### src/rtl/pipelined_select_adder.sv
// Pipelined carry-select adder/subtractor with a valid/ready stream interface.
// Optional signed-overflow flag is built when PIPELINED_SELECT_ADDER_OVF_EN is defined.
module pipelined_select_adder #(
  parameter int WIDTH  = 32,
  parameter int BLOCK  = 4,
  parameter int STAGES = 2
) (
  input  logic             clk,
  input  logic             rst,
  input  logic             in_valid,
  output logic             in_ready,
  input  logic [WIDTH-1:0] a,
  input  logic [WIDTH-1:0] b,
  input  logic             sub,
  output logic             out_valid,
  input  logic             out_ready,
  output logic [WIDTH:0]   sum,
  output logic             overflow
);

  localparam int NB   = WIDTH / BLOCK;
  localparam int BPS  = NB / STAGES;
  localparam int SEGW = BLOCK * BPS;
  localparam int LAST = STAGES - 1;

  // Handshake: a transfer happens on a rising edge where valid and ready are
  // both 1. A stage advances when it is empty or the stage after it advances,
  // so in_ready is the head of a combinational ready chain fed by out_ready.

  // Each stage register keeps a single word whose low bits are completed sum
  // bits and whose high bits are still the unprocessed A operand.
  logic [STAGES-1:0] vld_q;
  logic [STAGES-1:0] cy_q;
  logic [WIDTH-1:0]  acc_q [STAGES];
  logic [WIDTH-1:0]  opb_q [STAGES];

  logic [STAGES-1:0] vld_in;
  logic [STAGES-1:0] cy_in;
  logic [WIDTH-1:0]  acc_in [STAGES];
  logic [WIDTH-1:0]  opb_in [STAGES];

  logic [STAGES-1:0] cy_d;
  logic [WIDTH-1:0]  acc_d [STAGES];

  logic [STAGES:0]   adv;

  always_comb begin
    adv = '0;
    adv[STAGES] = out_ready;
    for (int k = STAGES - 1; k >= 0; k--) begin
      adv[k] = ~vld_q[k] | adv[k+1];
    end
  end

  assign in_ready = adv[0];

  genvar k, j;
  generate
    for (k = 0; k < STAGES; k++) begin : g_stage
      if (k == 0) begin : g_src_in
        assign vld_in[0] = in_valid;
        assign cy_in[0]  = sub;
        assign acc_in[0] = a;
        assign opb_in[0] = b ^ {WIDTH{sub}};
      end else begin : g_src_reg
        assign vld_in[k] = vld_q[k-1];
        assign cy_in[k]  = cy_q[k-1];
        assign acc_in[k] = acc_q[k-1];
        assign opb_in[k] = opb_q[k-1];
      end

      logic [BPS:0]      ch;
      logic [SEGW-1:0]   seg;
      logic [WIDTH-1:0]  merged;

      assign ch[0] = cy_in[k];

      for (j = 0; j < BPS; j++) begin : g_blk
        localparam int LO = k * SEGW + j * BLOCK;
        logic [BLOCK:0] r0;
        logic [BLOCK:0] r1;

        assign r0 = {1'b0, acc_in[k][LO +: BLOCK]} + {1'b0, opb_in[k][LO +: BLOCK]};
        assign r1 = {1'b0, acc_in[k][LO +: BLOCK]} + {1'b0, opb_in[k][LO +: BLOCK]}
                    + {{BLOCK{1'b0}}, 1'b1};
        assign seg[j*BLOCK +: BLOCK] = ch[j] ? r1[BLOCK-1:0] : r0[BLOCK-1:0];
        assign ch[j+1]               = ch[j] ? r1[BLOCK]     : r0[BLOCK];
      end

      always_comb begin
        merged = acc_in[k];
        merged[k*SEGW +: SEGW] = seg;
      end

      assign acc_d[k] = merged;
      assign cy_d[k]  = ch[BPS];
    end
  endgenerate

  // Payload only loads on a real transfer, so a stalled or idle output holds.
  always_ff @(posedge clk or posedge rst) begin
    if (rst) begin
      vld_q <= '0;
      cy_q  <= '0;
      for (int s = 0; s < STAGES; s++) begin
        acc_q[s] <= '0;
        opb_q[s] <= '0;
      end
    end else begin
      for (int s = 0; s < STAGES; s++) begin
        if (adv[s]) begin
          vld_q[s] <= vld_in[s];
          if (vld_in[s]) begin
            cy_q[s]  <= cy_d[s];
            acc_q[s] <= acc_d[s];
            opb_q[s] <= opb_in[s];
          end
        end
      end
    end
  end

  assign out_valid = vld_q[LAST];
  assign sum       = {cy_q[LAST], acc_q[LAST]};

`ifdef PIPELINED_SELECT_ADDER_OVF_EN
  // The sign bits travel as the top unprocessed operand bits; the carry into
  // the MSB is recovered as sum_msb ^ a_msb ^ b_msb.
  logic ovf_q;
  logic ovf_d;

  assign ovf_d = acc_d[LAST][WIDTH-1] ^ acc_in[LAST][WIDTH-1]
               ^ opb_in[LAST][WIDTH-1] ^ cy_d[LAST];

  always_ff @(posedge clk or posedge rst) begin
    if (rst) begin
      ovf_q <= 1'b0;
    end else if (adv[LAST] && vld_in[LAST]) begin
      ovf_q <= ovf_d;
    end
  end

  assign overflow = ovf_q;
`else
  assign overflow = 1'b0;
`endif

endmodule

### config.mk
export PLATFORM = sky130hd
export DESIGN_NAME = pipelined_select_adder
export DESIGN_NICKNAME = d
export VERILOG_FILES = /design/src/rtl/pipelined_select_adder.sv
export SDC_FILE = /design/constraint.sdc
export NUM_CORES = 1
export LEC_CHECK = 0
export ABC_AREA = 1
export CAP_MARGIN = 20
export CORE_MARGIN = 4
export CORE_UTILIZATION = 31
export CTS_CLUSTER_DIAMETER = 80
export CTS_CLUSTER_SIZE = 10
export DETAILED_ROUTE_END_ITERATION = 16
export PLACE_DENSITY = 0.5
export SLEW_MARGIN = 10
export SYNTH_ARGS = -nofsm -noshare
export SYNTH_HDL_FRONTEND = slang
export SYNTH_SLANG_ARGS = --single-unit
export TNS_END_PERCENT = 20
### constraint.sdc
create_clock -name clk -period 6.3 [get_ports clk]
set_clock_uncertainty 0.2 [all_clocks]
set_input_delay 0.63 -clock clk [delete_from_list [all_inputs] [get_ports clk]]
set_output_delay 0.63 -clock clk [all_outputs]
set_load 0.01 [all_outputs]
==> summary.md <==
| Metric | Value |
|---|---|
| Routed vias | 4450 |
| CTS tree | yes |
| Status | finished clean |
| Worst-path clk slew | 60 ps |
| Post-synth top area share | 38.3% |
| Met1 wire length | 5.50 mm |
| Largest net degree at the start of global routing | between 80 and 90 |
| Sequential-to-total area share from yosys stat | 38.3% |
| Total length of routed wires | 12.0 mm |
| Most frequent cells after synthesis | 198 x nand2_1, 84 x dfrtp_1, 59 x inv_1 |
| Placer Congestion | 0.793 |
| Worst skew pair latency | 330 ps |
| Fill count | 1760 |
| Die Ht | 141 µm |
| R2R depth | 14 |
| Pwr Total | ~2.5 mW |
| Synth warn | 0 |
| Drt via density | roughly 4.5 |
| Metal2 WL | 6.00 mm |
| Final cell count without fillers | between 900 and 1000 |
| Area occupied by registers | approximately 2100 µm² |
| DRT iter0 DRCs | 251 |
| Ports | 105 |
| Final Cell Area | roughly 7000 µm² |
| Fin Setup TNS | 0 ps |
| Cell taking the most area after synthesis | dfrtp_1 |
| Gr usage total | 12.6% |
| Cell area after synthesis | around 5500 µm² |
| RSZ-0062 raised after global routing | no |
| Die width | 141 µm |
| Worst Path Arrival | 3660 ps |
| PwrDens | 348 nW/µm² |
| First-pass GRT wire length | 20.8 mm |
| Post-CTS sizing | 0 |
| Core ar. | 17300 µm² |
| Synthesized Nets | 780 |
| Fmax | 274 MHz |
| CP max FO | 34 |
| Post-synth EDFFs | 0 |
| Antenna-violating nets left | 0 |
| Setup CP Type | primary input to flip-flop |
| Maximum clock insertion buffer count | 2 |
| Critical Path Start Type | primary input |
| Gr ovfl total | 0 |
| Most used flip-flop cell after synthesis | dfrtp_1 |
| Yosys cell types | 40 |
| Synth Register Bits | 84 |
| Count leader, synth | nand2_1 |
| Setup bufs post-CTS | 0 |
| Cells after Synth | between 600 and 700 |
| Layout area overhead | 28.8% |
| N_diodes | 0 |
| Tmin final | 3640 ps |
| First-pass DRT Iterations | 4 |
| Crit end category | flip-flop |
| Synth Area per Inst | 8.28 µm² |
| Hold WS | 276 ps |
| Max transition margin | 36.9% |
| Measured slew at the worst slew-check pin | 947 ps |
| Cells after DPL | between 900 and 1000 |
| Final hold vios | 0 |
| Setup violators final | 0 |
| Vias in the first global route | 4405 |
| Final worst path period share | 57.8% |
| Cts hold-fix bufs | 0 |
| Total CTS buffers | 9 |
| # DRC | 0 |
| CP required | 6320 ps |
| PortBufs | 103 |
| Clk sink count | between 80 and 90 |
| Async set-reset flop share out of synthesis | 100% |
| CTS root buf | clkbuf_16 |
| Static leakage | 3.40 nW |
| Die area | roughly 20000 µm² |
| Layout cells sized above 1 | 6.93% |
| Cell Rows | 48 |
| Final #Nets | 877 |
| CTS H-tree depth | 3 |
| Initial Util | 31.7% |
| Min-Delay Path Depth | 2 |
| Peak supply drop | 0.145 mV |
| Max_cap viols | 0 |
| Highest metal used | met4 |
| Final HPWL DP | 9.29 mm |
| Footprint of the multi-input gates | 3050 µm² |
| Hold crit path type | flip-flop to flip-flop |
| Average wire per standard cell | 12.2 µm |
| Final Max Slew Viols | 0 |
| Placed inst area | 6730 µm² |
| Antenna violations before repair | 0 |
| Metal3 WL | 446 µm |
| Synth top area cells | dfrtp_1 38%, nand2_1 14%, ha_1 9.1% |
-- cells by family (layout without fill, tap and decap cells) --
family                   after synthesis  in the layout  share of synthesized area [%]
other                                  1              1                         0.0683
XOR/XNOR                              59             59                           9.69
adder cells (fa/ha/maj)               48             48                           12.0
AND/OR/NAND/NOR                      310            310                           26.2
buffers and inverters                 85            187                           6.16
AO/OA/AOI/OAI                         76             76                           7.50
flip-flops                            84             84                           38.3
-- flip-flops by register name (all words and copies together), names as in the netlist --
| register | cells |
|---|---|
| vld_q | 2 |
| acc_in | 16 |
| cy_q | 2 |
| opb_in | 16 |
| acc_d | 16 |
| sum | 32 |
-- worst paths after layout --
check,startpoint,to,slack [ps]
worst max register to register,acc_in[16],sum[29],3610
min in group asynchronous,rst,acc_in[18],490
max in group asynchronous,rst,sum[13],4810
worst min register to register,acc_d[4],sum[4],280
worst min-delay path,acc_d[4],sum[4],280
worst max-delay path,sub,cy_q[0],2660
-- cell usage in the layout, fill, tap and decap left out, drive strengths merged, types with 6 or more instances in the layout --
master	count
a21oi	18
inv	62
a31oi	7
xnor2	33
dfrtp	84
o21ai	43
nand4	7
ha	40
nor2	20
fa	8
clkbuf	13
nand3	61
xor2	26
nand2	210
buf	6
clkdlybuf4s50	102
-- metrics by stage --
stage	util, %	setup slack, ps
after floorplan	-	2950
after global placement	38.9	2360
after detailed placement	38.9	2220
after CTS	40.7	2580
after global routing	40.9	2270
final	40.9	2660
-- critical path, stage by stage --
cell and delay [ps]:
buf_2 710, xor2_1 210, ha_1 190, inv_1 50, fa_1 470, inv_1 80, ha_1 140, inv_1 70
nor3_4 220, nand2_1 80, nand2_1 100, nand2_2 120, nand2_4 130, nand3_1 170, nand3_1 130, nand2_1 50
nand2_1 50, nand2_1 40
-- final cells by class --
class                      count  area share [%]
sequential                    84            29.7
inverter                      63            3.36
clock buffer                  13            3.82
timing repair buffer         108            15.3
multi-input combinational    494            43.1
clock inverter                 3           0.620
tap                          225            3.98
-- report_power, final --
group | internal [mW] | leakage, nW | switching [mW] | total [mW]
combinational | 0.518 | 2.22 | 0.584 | 1.10
sequential | 0.706 | 1.02 | 0.102 | 0.808
clock | 0.340 | 0.156 | 0.206 | 0.546
-- routing by layer --
layer  GRT usage, %  vias to the layer above
met5              0                        -
met4           3.21                        0
met3           2.31                        9
met2           21.9                       74
met1           16.2                     2035
li1               -                     2332
(Power assumes the default switching activity.)
